[config.mk]
export PLATFORM = sky130hd
export DESIGN_NAME = rgb_frame_reader_flat
export DESIGN_NICKNAME = d
export VERILOG_FILES = /design/src/rtl/rgb_frame_reader_if.sv /design/src/rtl/rgb_frame_reader.sv /design/src/flat_wrapper.sv
export SDC_FILE = /design/constraint.sdc
export NUM_CORES = 1
export LEC_CHECK = 0
export ABC_AREA = 1
export CAP_MARGIN = 20
export CORE_UTILIZATION = 55
export DETAILED_ROUTE_END_ITERATION = 8
export PLACE_DENSITY_LB_ADDON = 0.3
export SETUP_SLACK_MARGIN = 0.02
export SLEW_MARGIN = 5
export SYNTH_ARGS = -nofsm -noshare
export SYNTH_HDL_FRONTEND = slang
export SYNTH_SLANG_ARGS = --single-unit
[constraint.sdc]
create_clock -name clk -period 7 [get_ports clk]
set_clock_uncertainty 0.1 [all_clocks]
set_input_delay 0.7 -clock clk [delete_from_list [all_inputs] [get_ports clk]]
set_output_delay 0.7 -clock clk [all_outputs]
set_load 0.01 [all_outputs]
[src/rtl/rgb_frame_reader_if.sv]
// Bus bundle for rgb_frame_reader: frame-RAM read port plus the outgoing pixel stream.
// With GRAY_OUT_EN defined, the stream also carries an 8-bit luma lane (m_gray).
interface rgb_frame_reader_if;
  logic [15:0] rd_addr;
  logic        rd_en;
  logic [31:0] rd_q;
  logic        m_valid;
  logic        m_ready;
  logic [23:0] m_data;
  logic        m_sof;
  logic        m_eol;
`ifdef GRAY_OUT_EN
  logic [7:0]  m_gray;
`endif

  // master: the frame reader (drives the RAM address and the pixel stream)
  modport master (
    output rd_addr, rd_en, m_valid, m_data, m_sof, m_eol,
`ifdef GRAY_OUT_EN
    output m_gray,
`endif
    input  rd_q, m_ready
  );

  // slave: the RAM on one side and the downstream pixel consumer on the other
  modport slave (
    input  rd_addr, rd_en, m_valid, m_data, m_sof, m_eol,
`ifdef GRAY_OUT_EN
    input  m_gray,
`endif
    output rd_q, m_ready
  );
endinterface

[src/rtl/rgb_frame_reader.sv]
// Reads a ROW x COL RGB frame from the frame RAM and streams it in raster order,
// using a credit-limited prefetch FIFO. Optional GRAY_OUT_EN adds an m_gray luma lane.
module rgb_frame_reader #(
  parameter int ROW        = 250,
  parameter int COL        = 250,
  parameter int RD_LAT     = 2,
  parameter int FIFO_DEPTH = 4
) (
  input  logic               clk,
  input  logic               reset,
  input  logic               start,
  output logic               busy,
  output logic               done,
  output logic [1:0]         dbg_state,
  rgb_frame_reader_if.master bus
);

  localparam int NPIX = ROW * COL;
  localparam int PW   = (FIFO_DEPTH > 1) ? $clog2(FIFO_DEPTH) : 1;
  localparam int CW   = PW + 1;
  localparam int XW   = (COL > 1) ? $clog2(COL) : 1;
  localparam int YW   = (ROW > 1) ? $clog2(ROW) : 1;
`ifdef GRAY_OUT_EN
  localparam int EW   = 34;
`else
  localparam int EW   = 26;
`endif

  localparam logic [15:0]   LAST_ADDR = 16'(NPIX - 1);
  localparam logic [XW-1:0] X_LAST    = XW'(COL - 1);
  localparam logic [CW-1:0] DEPTH_C   = CW'(FIFO_DEPTH);

  typedef enum logic [1:0] {
    S_IDLE  = 2'd0,
    S_FETCH = 2'd1,
    S_DRAIN = 2'd2,
    S_DONE  = 2'd3
  } state_e;

  state_e          state_q, state_d;
  logic [15:0]     rd_addr_q, rd_addr_d;
  logic [XW-1:0]   x_q, x_d;
  logic [YW-1:0]   y_q, y_d;
  logic [CW-1:0]   inflight_q, inflight_d;
  logic [CW-1:0]   fifo_cnt_q, fifo_cnt_d;
  logic [PW-1:0]   wptr_q, rptr_q;
  logic [RD_LAT-1:0] sr_vld_q, sr_sof_q, sr_eol_q;
  logic [EW-1:0]   fifo_mem_q [FIFO_DEPTH];

  logic            credit_ok;
  logic            issue;
  logic            last_issue;
  logic            issue_sof;
  logic            issue_eol;
  logic            push;
  logic            pop;
  logic [EW-1:0]   wr_entry;
  logic [EW-1:0]   head;

  // Credit rule: a read is only issued if the FIFO is guaranteed a free slot when it lands.
  assign credit_ok  = ({1'b0, fifo_cnt_q} + {1'b0, inflight_q}) < {1'b0, DEPTH_C};
  assign issue      = (state_q == S_FETCH) && credit_ok;
  assign last_issue = issue && (rd_addr_q == LAST_ADDR);
  assign issue_sof  = (x_q == '0) && (y_q == '0);
  assign issue_eol  = (x_q == X_LAST);

  assign push = sr_vld_q[RD_LAT-1];
  // Valid/ready: m_valid is FIFO-not-empty only; a transfer (and pop) happens when
  // m_valid & m_ready, and the head entry holds still while m_valid & !m_ready.
  assign pop  = (fifo_cnt_q != '0) && bus.m_ready;

  assign inflight_d = inflight_q + CW'(issue) - CW'(push);
  assign fifo_cnt_d = fifo_cnt_q + CW'(push) - CW'(pop);

`ifdef GRAY_OUT_EN
  logic [9:0] gray_sum;
  assign gray_sum = {2'b00, bus.rd_q[23:16]} + {1'b0, bus.rd_q[15:8], 1'b0}
                  + {2'b00, bus.rd_q[7:0]};
  assign wr_entry = {gray_sum[9:2], sr_eol_q[RD_LAT-1], sr_sof_q[RD_LAT-1], bus.rd_q[23:0]};
`else
  assign wr_entry = {sr_eol_q[RD_LAT-1], sr_sof_q[RD_LAT-1], bus.rd_q[23:0]};
`endif

  always_comb begin
    state_d   = state_q;
    rd_addr_d = rd_addr_q;
    x_d       = x_q;
    y_d       = y_q;
    case (state_q)
      S_IDLE: begin
        if (start) begin
          state_d   = S_FETCH;
          rd_addr_d = '0;
          x_d       = '0;
          y_d       = '0;
        end
      end
      S_FETCH: begin
        if (last_issue) begin
          state_d = S_DRAIN;
        end else if (issue) begin
          rd_addr_d = rd_addr_q + 16'd1;
          if (x_q == X_LAST) begin
            x_d = '0;
            y_d = y_q + YW'(1);
          end else begin
            x_d = x_q + XW'(1);
          end
        end
      end
      S_DRAIN: begin
        // Leave as soon as the final pop empties the FIFO so done lands on the next cycle.
        if ((fifo_cnt_d == '0) && (inflight_d == '0)) begin
          state_d = S_DONE;
        end
      end
      S_DONE: begin
        state_d = S_IDLE;
      end
      default: begin
        state_d = S_IDLE;
      end
    endcase
  end

  always_ff @(posedge clk or negedge reset) begin
    if (!reset) begin
      state_q    <= S_IDLE;
      rd_addr_q  <= '0;
      x_q        <= '0;
      y_q        <= '0;
      inflight_q <= '0;
      fifo_cnt_q <= '0;
      wptr_q     <= '0;
      rptr_q     <= '0;
      sr_vld_q   <= '0;
      sr_sof_q   <= '0;
      sr_eol_q   <= '0;
    end else begin
      state_q    <= state_d;
      rd_addr_q  <= rd_addr_d;
      x_q        <= x_d;
      y_q        <= y_d;
      inflight_q <= inflight_d;
      fifo_cnt_q <= fifo_cnt_d;
      wptr_q     <= wptr_q + PW'(push);
      rptr_q     <= rptr_q + PW'(pop);
      sr_vld_q[0] <= issue;
      sr_sof_q[0] <= issue && issue_sof;
      sr_eol_q[0] <= issue && issue_eol;
      for (int i = 1; i < RD_LAT; i++) begin
        sr_vld_q[i] <= sr_vld_q[i-1];
        sr_sof_q[i] <= sr_sof_q[i-1];
        sr_eol_q[i] <= sr_eol_q[i-1];
      end
    end
  end

  // Storage needs no reset: nothing is visible unless the count says the slot is live.
  always_ff @(posedge clk) begin
    if (push) begin
      fifo_mem_q[wptr_q] <= wr_entry;
    end
  end

  assign head = fifo_mem_q[rptr_q];

  assign bus.rd_en   = issue;
  assign bus.rd_addr = rd_addr_q;
  assign bus.m_valid = (fifo_cnt_q != '0);
  assign bus.m_data  = bus.m_valid ? head[23:0] : 24'h000000;
  assign bus.m_sof   = bus.m_valid && head[24];
  assign bus.m_eol   = bus.m_valid && head[25];
`ifdef GRAY_OUT_EN
  assign bus.m_gray  = bus.m_valid ? head[33:26] : 8'h00;
`endif

  assign busy      = (state_q == S_FETCH) || (state_q == S_DRAIN);
  assign done      = (state_q == S_DONE);
  assign dbg_state = state_q;

endmodule

[src/flat_wrapper.sv]
// flat-port wrapper written by rule: the top's interface ports become plain ports
module rgb_frame_reader_flat 
#(
  parameter int ROW        = 250,
  parameter int COL        = 250,
  parameter int RD_LAT     = 2,
  parameter int FIFO_DEPTH = 4
)
  (clk, reset, start, busy, done, dbg_state, bus_rd_addr, bus_rd_en, bus_m_valid, bus_m_data, bus_m_sof, bus_m_eol, bus_rd_q, bus_m_ready);
  rgb_frame_reader_if bus_i ();
  input  logic clk;
  input  logic reset;
  input  logic start;
  output logic busy;
  output logic done;
  output logic [1:0] dbg_state;
  output wire logic [$bits(bus_i.rd_addr)-1:0] bus_rd_addr;
  output wire logic [$bits(bus_i.rd_en)-1:0] bus_rd_en;
  output wire logic [$bits(bus_i.m_valid)-1:0] bus_m_valid;
  output wire logic [$bits(bus_i.m_data)-1:0] bus_m_data;
  output wire logic [$bits(bus_i.m_sof)-1:0] bus_m_sof;
  output wire logic [$bits(bus_i.m_eol)-1:0] bus_m_eol;
  input wire logic [$bits(bus_i.rd_q)-1:0] bus_rd_q;
  input wire logic [$bits(bus_i.m_ready)-1:0] bus_m_ready;
  assign bus_rd_addr = bus_i.rd_addr;
  assign bus_rd_en = bus_i.rd_en;
  assign bus_m_valid = bus_i.m_valid;
  assign bus_m_data = bus_i.m_data;
  assign bus_m_sof = bus_i.m_sof;
  assign bus_m_eol = bus_i.m_eol;
  assign bus_i.rd_q = bus_rd_q;
  assign bus_i.m_ready = bus_m_ready;
  rgb_frame_reader #(.ROW(ROW), .COL(COL), .RD_LAT(RD_LAT), .FIFO_DEPTH(FIFO_DEPTH)) u_core (.clk(clk), .reset(reset), .start(start), .busy(busy), .done(done), .dbg_state(dbg_state), .bus(bus_i));
endmodule
==> summary.md <==
| Metric | Value |
|---|---|
| Outcome | finished clean |
| Routed WL | 14,800 µm |
| Delay-heaviest family, CP | buffers and inverters |
| Area of the die | 13,600 µm² |
| Layout cell share with drive strength beyond 1 | 0.133 |
| Largest net degree at the start of global routing | 55 |
| Diodes inserted | 0 |
| Seq/Total Area, Yosys | 0.605 |
| Final Wtd Congestion | 0.894 |
| CTS Hold Buffers Added | 0 |
| IO buf count | 75 |
| IO Count | 84 |
| Vias per inst | 5.38 |
| CP max-delay cell | clkinv_1 |
| CP Buf/Inv Count | 2 |
| DIE HEIGHT | 117 µm |
| CP Launch Type | register |
| Leak pwr | 3.43 nW |
| Power Total | 3.41 mW |
| RSZ-0062 raised after global routing | no |
| Post-CTS setup buffer count | 0 |
| WL met3 | 874 µm |
| Most common cell after layout, fill and taps aside | nor2_1 |
| Fin crit share | 0.666 |
| Post-synthesis register bit count | 154 |
| Adder-Cell Fraction of Synth Area | 0.0384 |
| HP Class | register to register |
| Most frequent cells in the layout | nor2_1, edfxtp_1, nand2_1 |
| Syn Inst Count | 702 |
| Site row count | 41 |
| Nets | 833 |
| Root Buffer Master | clkbuf_16 |
| Mapped Area | 7230 µm² |
| Setup tns final | 0 ns |
| Post-Syn Nets | 759 |
| Worst skew pair latency | 0.42 ns |
| Largest family of logic cells by synthesized area | simple AND/OR/NAND/NOR gates |
| Vias in the first global route | 5,009 |
| Fmax | 214 MHz |
| Data arrival time of the critical path | 3.86 ns |
| Clock-pin slew of the registers on the worst-case setup and hold paths | 0.06 ns |
| Synth warn | 0 |
| Total congestion overflow | 0 |
| Layout area overhead | 20.2% |
| Mean area per synthesized cell | 10.3 µm² |
| Critical path, cell by cell | clkinv_1, nor2_1, o21ai_0, a21oi_1, clkdlybuf4s50_1 |
| Setup crit end kind | output port |
| Power density over the cells | 392 nW/µm² |
| Post-synthesis compound-gate area fraction | 0.0912 |
| CTS tree | done |
| Cts repair resizes | 0 |
| DP HPWL | 8980 µm |
| Initial Util | 0.569 |
| Hold Fails Final Rpt | 0 |
| Core Area | 12,700 µm² |
| Inserted Clock Buffers | 17 |
| Maximum VDD drop | 302 µV |
| Vias | 5,172 |
| Met2 routed WL | 7600 µm |
| Initial DRT Pass Iterations | 5 |
| Relative max-transition margin | 0.254 |
| Data required, critical path | 6.20 ns |
| Worst-Margin Slew | 1.12 ns |
| Post-route DRC | 0 |
| Global-route wire length before repair | 23,600 µm |
| Simple-Gate Fraction of Synth Area | 0.195 |
| Tmin final | 4.66 ns |
| Crit path max fanout | 28 |
| WL per Instance | 15.4 µm |
| Xor and xnor fraction of the mapped netlist area | 0.0133 |
| Post-DRT Antenna Nets | 0 |
| Initial antenna violation count | 0 |
| CP Class | register to output port |
| H-tree Lvls | 4 |
| Overall routing resource usage | 0.232 |
| Synth unique cells | 34 |
| Clock sinks | 154 |
| Wire length on met1 | 6180 µm |
| Die width | 117 µm |
| Final Setup Violations | 0 |
| Max Slew Vio Count | 0 |
| DRT iter0 DRCs | 361 |
| MaxCap Viol Count | 0 |
| Top Metal Used | met4 |
| Mux share of post-synthesis cell area | 0 |
| Max incr delay on CP | 1.11 ns |
| CTS Buffer Depth | 2 |
[path summary, 6_finish.rpt]
kind	startpoint	endpoint	slack, ns	cells past startpoint
setup / recovery	u_core.rptr_q[1]$_DFF_PN0_	bus_m_data[11]	2.34	5
min in group asynchronous	reset	u_core.bus.rd_addr[10]$_DFFE_PN0P_	0.29	2
setup reg to reg	u_core.dbg_state[1]$_DFFE_PN0P_	u_core.dbg_state[0]$_DFFE_PN0P_	3.38	18
hold / removal	u_core.sr_vld_q[0]$_DFF_PN0_	u_core.sr_vld_q[1]$_DFF_PN0_	0.25	0
max in group asynchronous	reset	u_core.rptr_q[0]$_DFF_PN0_	6.04	2
hold reg to reg	u_core.sr_vld_q[0]$_DFF_PN0_	u_core.sr_vld_q[1]$_DFF_PN0_	0.25	0
[state kept, by name (all words and copies together) (netlist names)]
register and cells:
u_core.fifo_mem_q 104, u_core.bus.rd_addr 16, u_core.x_q 8, u_core.y_q 8
u_core.fifo_cnt_q 3, u_core.inflight_q 3, u_core.dbg_state 2, u_core.rptr_q 2
u_core.sr_eol_q 2, u_core.sr_sof_q 2, u_core.sr_vld_q 2, u_core.wptr_q 2
[power breakdown]
part | leakage, nW | total, mW | internal, mW | switching (mW)
Sequential | 1.61 | 1.25 | 1.09 | 0.156
Combinational | 1.53 | 1.26 | 0.527 | 0.731
Clock | 0.285 | 0.902 | 0.532 | 0.370
Total | 3.43 | 3.41 | 2.15 | 1.26
[worst reg2reg max path, cell delays in order (launching register included)]
cell and delay [ns]:
dfrtp_1 0.43, inv_1 0.12, ha_1 0.15, buf_4 0.29, clkinv_1 0.36, nor2_1 0.25, inv_1 0.11, ha_1 0.29
inv_1 0.06, ha_1 0.13, inv_1 0.05, fa_1 0.48, inv_1 0.05, nor3b_1 0.23, nand3_1 0.11, nand2_1 0.10
nand3_1 0.09, nand2_1 0.07, nand2_1 0.05
[synth_stat cells]
| master | count | share of area |
|---|---|---|
| fa_1 | 2 | 0.0055 |
| nand2_1 | 79 | 0.041 |
| nand3b_1 | 4 | 0.0042 |
| nor2_1 | 131 | 0.068 |
| nand3_1 | 40 | 0.028 |
| inv_2 | 3 | 0.0016 |
| inv_1 | 56 | 0.029 |
| dfrtp_1 | 50 | 0.17 |
| clkbuf_1 | 12 | 0.0062 |
| nor3b_1 | 1 | 0.0010 |
| o21ai_1 | 3 | 0.0021 |
| nor4_1 | 2 | 0.0017 |
| nor3_2 | 1 | 0.0014 |
| buf_2 | 7 | 0.0048 |
| o21bai_1 | 2 | 0.0021 |
| or2_1 | 1 | 0.00087 |
| buf_1 | 4 | 0.0021 |
| nand2_2 | 19 | 0.016 |
| nor2_2 | 4 | 0.0035 |
| nand4_1 | 16 | 0.014 |
| o21ai_2 | 24 | 0.029 |
| edfxtp_1 | 104 | 0.43 |
| buf_12 | 4 | 0.011 |
| nand2_4 | 2 | 0.0031 |
| a31o_2 | 1 | 0.0012 |
| or2_2 | 5 | 0.0043 |
| xor2_1 | 11 | 0.013 |
| ha_1 | 19 | 0.033 |
| a21oi_1 | 27 | 0.019 |
| inv_8 | 1 | 0.0016 |
| clkinv_1 | 2 | 0.0010 |
| nor3_1 | 9 | 0.0062 |
| o21ai_0 | 55 | 0.038 |
| nand4_2 | 1 | 0.0017 |
[per-layer routing]
metal	vias to the layer above	global-route usage
met5	-	0
met2	163	0.399
li1	2519	-
met3	17	0.0503
met4	0	0.0869
met1	2473	0.287
[cell families after synthesis]
family,count (synthesis)
xor+xnor,11
simple gates,315
compound gates,112
buf+inv,89
fa+ha+maj,21
flops,154
[metrics by stage]
stage,utilization,hold WS [ns],setup slack [ns],cells,instance area (µm²)
floorplan,-,0.231,3.87,702,7230
global placement,0.637,0.233,2.75,929,8100
detailed placement,0.637,0.236,2.77,929,8100
CTS,0.683,0.250,2.33,961,8690
global route,0.683,0.273,2.12,961,8690
finish,0.683,0.247,2.34,961,8690
[cell type report]
class	instances	area, µm²
Clock buffer	17	425
Clock inverter	15	168
Multi-Input combinational cell	459	2470
Sequential cell	154	4380
Timing Repair Buffer	82	798
Tap cell	172	215
Fill cell	969	4030
Inverter	62	240
No activity file was read; power rests on OpenSTA's default activity.
==> RTL edit 1, RTL diff (same settings) <==
`COL` is set to 250 in 2 places; all go to 500.
--- a/src/rtl/rgb_frame_reader.sv
+++ b/src/rtl/rgb_frame_reader.sv
@@ -2,7 +2,7 @@
 // using a credit-limited prefetch FIFO. Optional GRAY_OUT_EN adds an m_gray luma lane.
 module rgb_frame_reader #(
   parameter int ROW        = 250,
-  parameter int COL        = 250,
+  parameter int COL        = 500,
   parameter int RD_LAT     = 2,
   parameter int FIFO_DEPTH = 4
 ) (
--- a/src/flat_wrapper.sv
+++ b/src/flat_wrapper.sv
@@ -2,7 +2,7 @@
 module rgb_frame_reader_flat 
 #(
   parameter int ROW        = 250,
-  parameter int COL        = 250,
+  parameter int COL        = 500,
   parameter int RD_LAT     = 2,
   parameter int FIFO_DEPTH = 4
 )
Check against the original RTL: no difference found for any inputs over 10 cycles, from zero or initial values and one cycle with reset low; that may be too few to reach the edited logic, so the function may still have changed.
==> RTL edit 1 against the unedited design <==
Worst setup slack gained 760 ps; area after synthesis shrank 0.24%; design area is essentially flat; utilization is essentially flat; clock power shrank 1%; total power grew 1.2%; wire length grew 3.0%; via count grew 1.5%; sequential cell count grew 1; largest cell class unchanged; highest routed layer unchanged.
==> RTL edit 1: results (changes against the unedited design) <==
clk_pin_slew_worst_paths_ps: 60  # about the same
largest_register: "u_core.fifo_mem_q"
drive_gt1_share_pct: 8.755  # -4.6 points
dr.pass1.iters: 4  # -1
max_stage_delay_ps: 1010  # -100 ps
top_layer_used: "met4"
largest_reg_flops: 104  # unchanged
critPathSlowestCell: "dfrtp_2"
critPathTopFamily: "buffers and inverters"
wl_met1_microns: 6379  # +3.3%
p_leak_nw: 3.415  # -0.55%
syn_nets: 779  # +2.6%
dp_slack_ps: 3293  # +518.2 ps
place_congestion: 0.8478  # -5.1%
hpwlAfterDp_microns: 9556  # +6.4%
grt_pass1_vias: 5261  # +5.0%
synth_edf_count: 104  # unchanged
cts.path.max_buffers: 2  # unchanged
clk_latency_ps: 420  # about the same
vdd_drop_max_mv: 0.1826  # -40%
hold_class: "register to register"
yosys-top-cells-count: "154 x nor2_1, 117 x nand2_1, 104 x edfxtp_1"
antennaDiodeCount: 0  # unchanged
met2_length_microns: 7979  # +4.9%
vias_per_cell: 5.341  # -0.76%
wl_met3_microns: 714  # -18%
async_flop_share_pct: 32.90  # +0.44 points
yosys_warnings: 0  # unchanged
grt_max_degree: 55  # unchanged
netlist_top_cells_area: "edfxtp_1 43%, dfrtp_1 18%, nor2_1 8.0%, nand2_1 6.1%, o21ai_0 3.5%"
yosys.cell_types.count: 40  # +18%
root_buffer: "clkbuf_16"
cts_setup_buffers: 0  # unchanged
ys_seq_area_share_pct: 60.97  # +0.49 points
grt.total_usage_pct: 24.11  # +0.96 points
crit_arrival_ps: 3110  # -750 ps
finalNetCount: 854  # +2.5%
path_max_fanout: 54  # +93%
wl_per_cell_microns: 15.55  # +0.67%
cts-resized-gates: 0  # unchanged
cts_buffers: 17  # unchanged
outcome: "complete, no violations"
drt_iter0_markers: 374  # +3.6%
io_buffers: 75  # unchanged
antenna_found_initial: 0  # unchanged
h-tree-depth: 4  # unchanged
slew_headroom_pct: 33.17  # +7.7 points
grt_pass1_wl_microns: 24550  # +3.8%
RTL edit 1: changes by cell type after synthesis, sizes merged, moves of 5 or more:
cell	change
nand4	-7
o21ai	-11
nand3	-5
inv	-5
nand2	+27
nor2	+21
RTL edit 1: report_power, final:
group          switching [mW]  internal, mW
logic                   0.786         0.541
registers               0.125          1.11
clock network           0.363         0.529
RTL edit 1: path summary, 6_finish.rpt:
check	start	endpoint	slack, ps	cells past startpoint
max	u_core.rptr_q[0]	bus_m_data[1]	3090	4
min	u_core.sr_eol_q[0]	u_core.sr_eol_q[1]	250	0
min in group asynchronous	reset	u_core.y_q[4]	280	2
max reg2reg	u_core.dbg_state[1]	u_core.dbg_state[0]	3240	18
max in group asynchronous	reset	u_core.rptr_q[0]	6040	2
min reg2reg	u_core.sr_eol_q[0]	u_core.sr_eol_q[1]	250	0
RTL edit 1: area by class of cell:
cell class	count	area (sq um)
Fill cell	970	4033
Sequential cell	155	4400
Tap cell	172	215.2
Timing Repair Buffer	83	805.8
Clock buffer	20	436.7
Inverter	57	221.5
Multi-Input combinational cell	484	2469
Clock inverter	12	141.4
RTL edit 1: per-stage QoR:
step / std cells / cell area, sq um
6_report: 983 / 8690
5_1_grt: 983 / 8690
4_1_cts: 983 / 8690
3_5_place_dp: 951 / 8112
3_3_place_gp: 951 / 8112
2_1_floorplan: 723 / 7216
RTL edit 1: cells by family (layout without fill, tap and decap cells):
family | Yosys count | count (layout) | share of synthesized area (%)
flip-flops | 155 | 155 | 60.97
adder cells (fa/ha/maj) | 20 | 20 | 3.676
buffers and inverters | 84 | 172 | 5.185
AND/OR/NAND/NOR | 348 | 348 | 20.84
AO/OA/AOI/OAI | 100 | 100 | 7.387
XOR/XNOR | 16 | 16 | 1.942
RTL edit 1: layer usage:
layer  global-route usage [%]  vias up
met4                    8.017        0
met5                        0        -
li1                         -     2561
met2                    43.04      135
met1                    28.69     2533
met3                    5.708       21
==> RTL edit 2, RTL diff (config.mk and constraints unchanged) <==
Made on the original files. Take the reset off `rd_addr_q`, `x_q` and `y_q` and load them in a clocked block of their own.
--- a/src/rtl/rgb_frame_reader.sv
+++ b/src/rtl/rgb_frame_reader.sv
@@ -126,9 +126,6 @@
   always_ff @(posedge clk or negedge reset) begin
     if (!reset) begin
       state_q    <= S_IDLE;
-      rd_addr_q  <= '0;
-      x_q        <= '0;
-      y_q        <= '0;
       inflight_q <= '0;
       fifo_cnt_q <= '0;
       wptr_q     <= '0;
@@ -138,9 +135,6 @@
       sr_eol_q   <= '0;
     end else begin
       state_q    <= state_d;
-      rd_addr_q  <= rd_addr_d;
-      x_q        <= x_d;
-      y_q        <= y_d;
       inflight_q <= inflight_d;
       fifo_cnt_q <= fifo_cnt_d;
       wptr_q     <= wptr_q + PW'(push);
@@ -154,6 +148,12 @@
         sr_eol_q[i] <= sr_eol_q[i-1];
       end
     end
+  end
+
+  always_ff @(posedge clk) begin
+    rd_addr_q <= rd_addr_d;
+    x_q       <= x_d;
+    y_q       <= y_d;
   end
 
   // Storage needs no reset: nothing is visible unless the count says the slot is live.
Function: differs if reset is asserted again (counterexample within 4 cycles, from zero or initial values and one cycle with reset low); with reset held inactive, the same outputs for 10 cycles.
==> RTL edit 2 against the unedited design <==
Sequential cell count is the same; sequential power rose by 19%; first-iteration DRC count shrank 8.6%; design area down 5.0%; worst setup slack improved by 800 ps; sequential share of layout area increased by 4.6 points; area after synthesis is 6.7% lower; count of clock-buffer cells in the layout unchanged; combinational power grew 18%; die area shrank 6.6%; total power up 13%; non-clock buffer count fell by 1; wire length fell by 9.6%.
==> RTL edit 2: results (changes against the unedited design) <==
outcome: "complete, no violations"
yosys.cell_types.count: 34  # unchanged
finalNetCount: 743  # -11%
async_flop_share_pct: 11.69  # -21 points
dpl_cell_area_sq_um: 7655  # -5.5%
p_leak_nw: 3.096  # -9.8%
wl_per_cell_microns: 15.83  # +2.5%
crit_arrival_ps: 3070  # -790 ps
hold_start: "u_core.sr_eol_q[0]"
grt.total_usage_pct: 23.14  # about the same
vdd_drop_max_mv: 0.2518  # -17%
instances_no_fill: 847  # -12%
place_congestion: 0.8109  # -9.3%
ys_seq_area_share_pct: 67.22  # +6.7 points
path_max_fanout: 54  # +93%
vias: 4554  # -12%
synth_fa_ha_area_share_pct: 4.118  # +0.28 points
reg2reg_depth: 15  # -3
synth_edf_count: 136  # +31%
grt_pass1_wl_microns: 22200  # -6.1%
dp_cells: 813  # -12%
netlist_top_cells_area: "edfxtp_1 61%, nor2_1 7.8%, dfrtp_1 6.7%, o21ai_0 4.3%, ha_1 3.5%"
yosys-top-cells-count: "140 x nor2_1, 136 x edfxtp_1, 58 x inv_1, 58 x o21ai_0"
syn_nets: 663  # -13%
critPathLaunch: "u_core.rptr_q[0]"
dp_slack_ps: 3305  # +530.2 ps
synth_cells: 606  # -14%
-- RTL edit 2: changes by cell type in the layout (fill, tap and decap cells not counted), sizes merged, moves of 5 or more --
cell,before,now
a21oi,27,45
dfrtp,50,18
edfxtp,104,136
nand2,100,46
nand3,40,14
nand4,17,5
nor2,135,141
o21ai,82,64
or2,6,1
xor2,11,3
-- RTL edit 2: where the power goes --
part / internal, mW / total, mW / switching [mW] / leakage, nW
registers: 1.27 / 1.49 / 0.220 / 1.48
clock network: 0.494 / 0.869 / 0.375 / 0.270
logic: 0.654 / 1.49 / 0.838 / 1.35
-- RTL edit 2: worst paths after layout --
kind	to	slack [ps]
min reg2reg	u_core.sr_eol_q[1]	250
min in group asynchronous	u_core.inflight_q[2]	630
max	bus_m_data[16]	3130
min	u_core.sr_eol_q[1]	250
max reg2reg	u_core.dbg_state[0]	3370
max in group asynchronous	u_core.rptr_q[0]	5650
-- RTL edit 2: layout make-up --
type                            count  area, sq um
Timing Repair Buffer               81        815.8
Fill cell                         863         3706
Inverter                           61        229.0
Antenna cell                        1        2.502
Multi-Input combinational cell    371         1918
Clock inverter                     15        145.1
Tap cell                          147        183.9
Clock buffer                       17        425.4
Sequential cell                   154         4536
-- RTL edit 2: worst max-delay path, stage by stage, from the launching register on --
cell and delay [ps]:
dfrtp_2 1040, inv_2 600, o21ai_0 380, a21oi_1 110, clkdlybuf4s50_1 490
-- RTL edit 2: metal layers --
| metal | GRT usage (%) | share of wire, % | vias to the layer above |
|---|---|---|---|
| met5 | 0 | 0 | - |
| met4 | 9.511 | 2.0 | 0 |
| met3 | 5.517 | 5.7 | 21 |
| met2 | 40.00 | 51 | 133 |
| met1 | 28.04 | 42 | 2150 |
| li1 | - | - | 2250 |
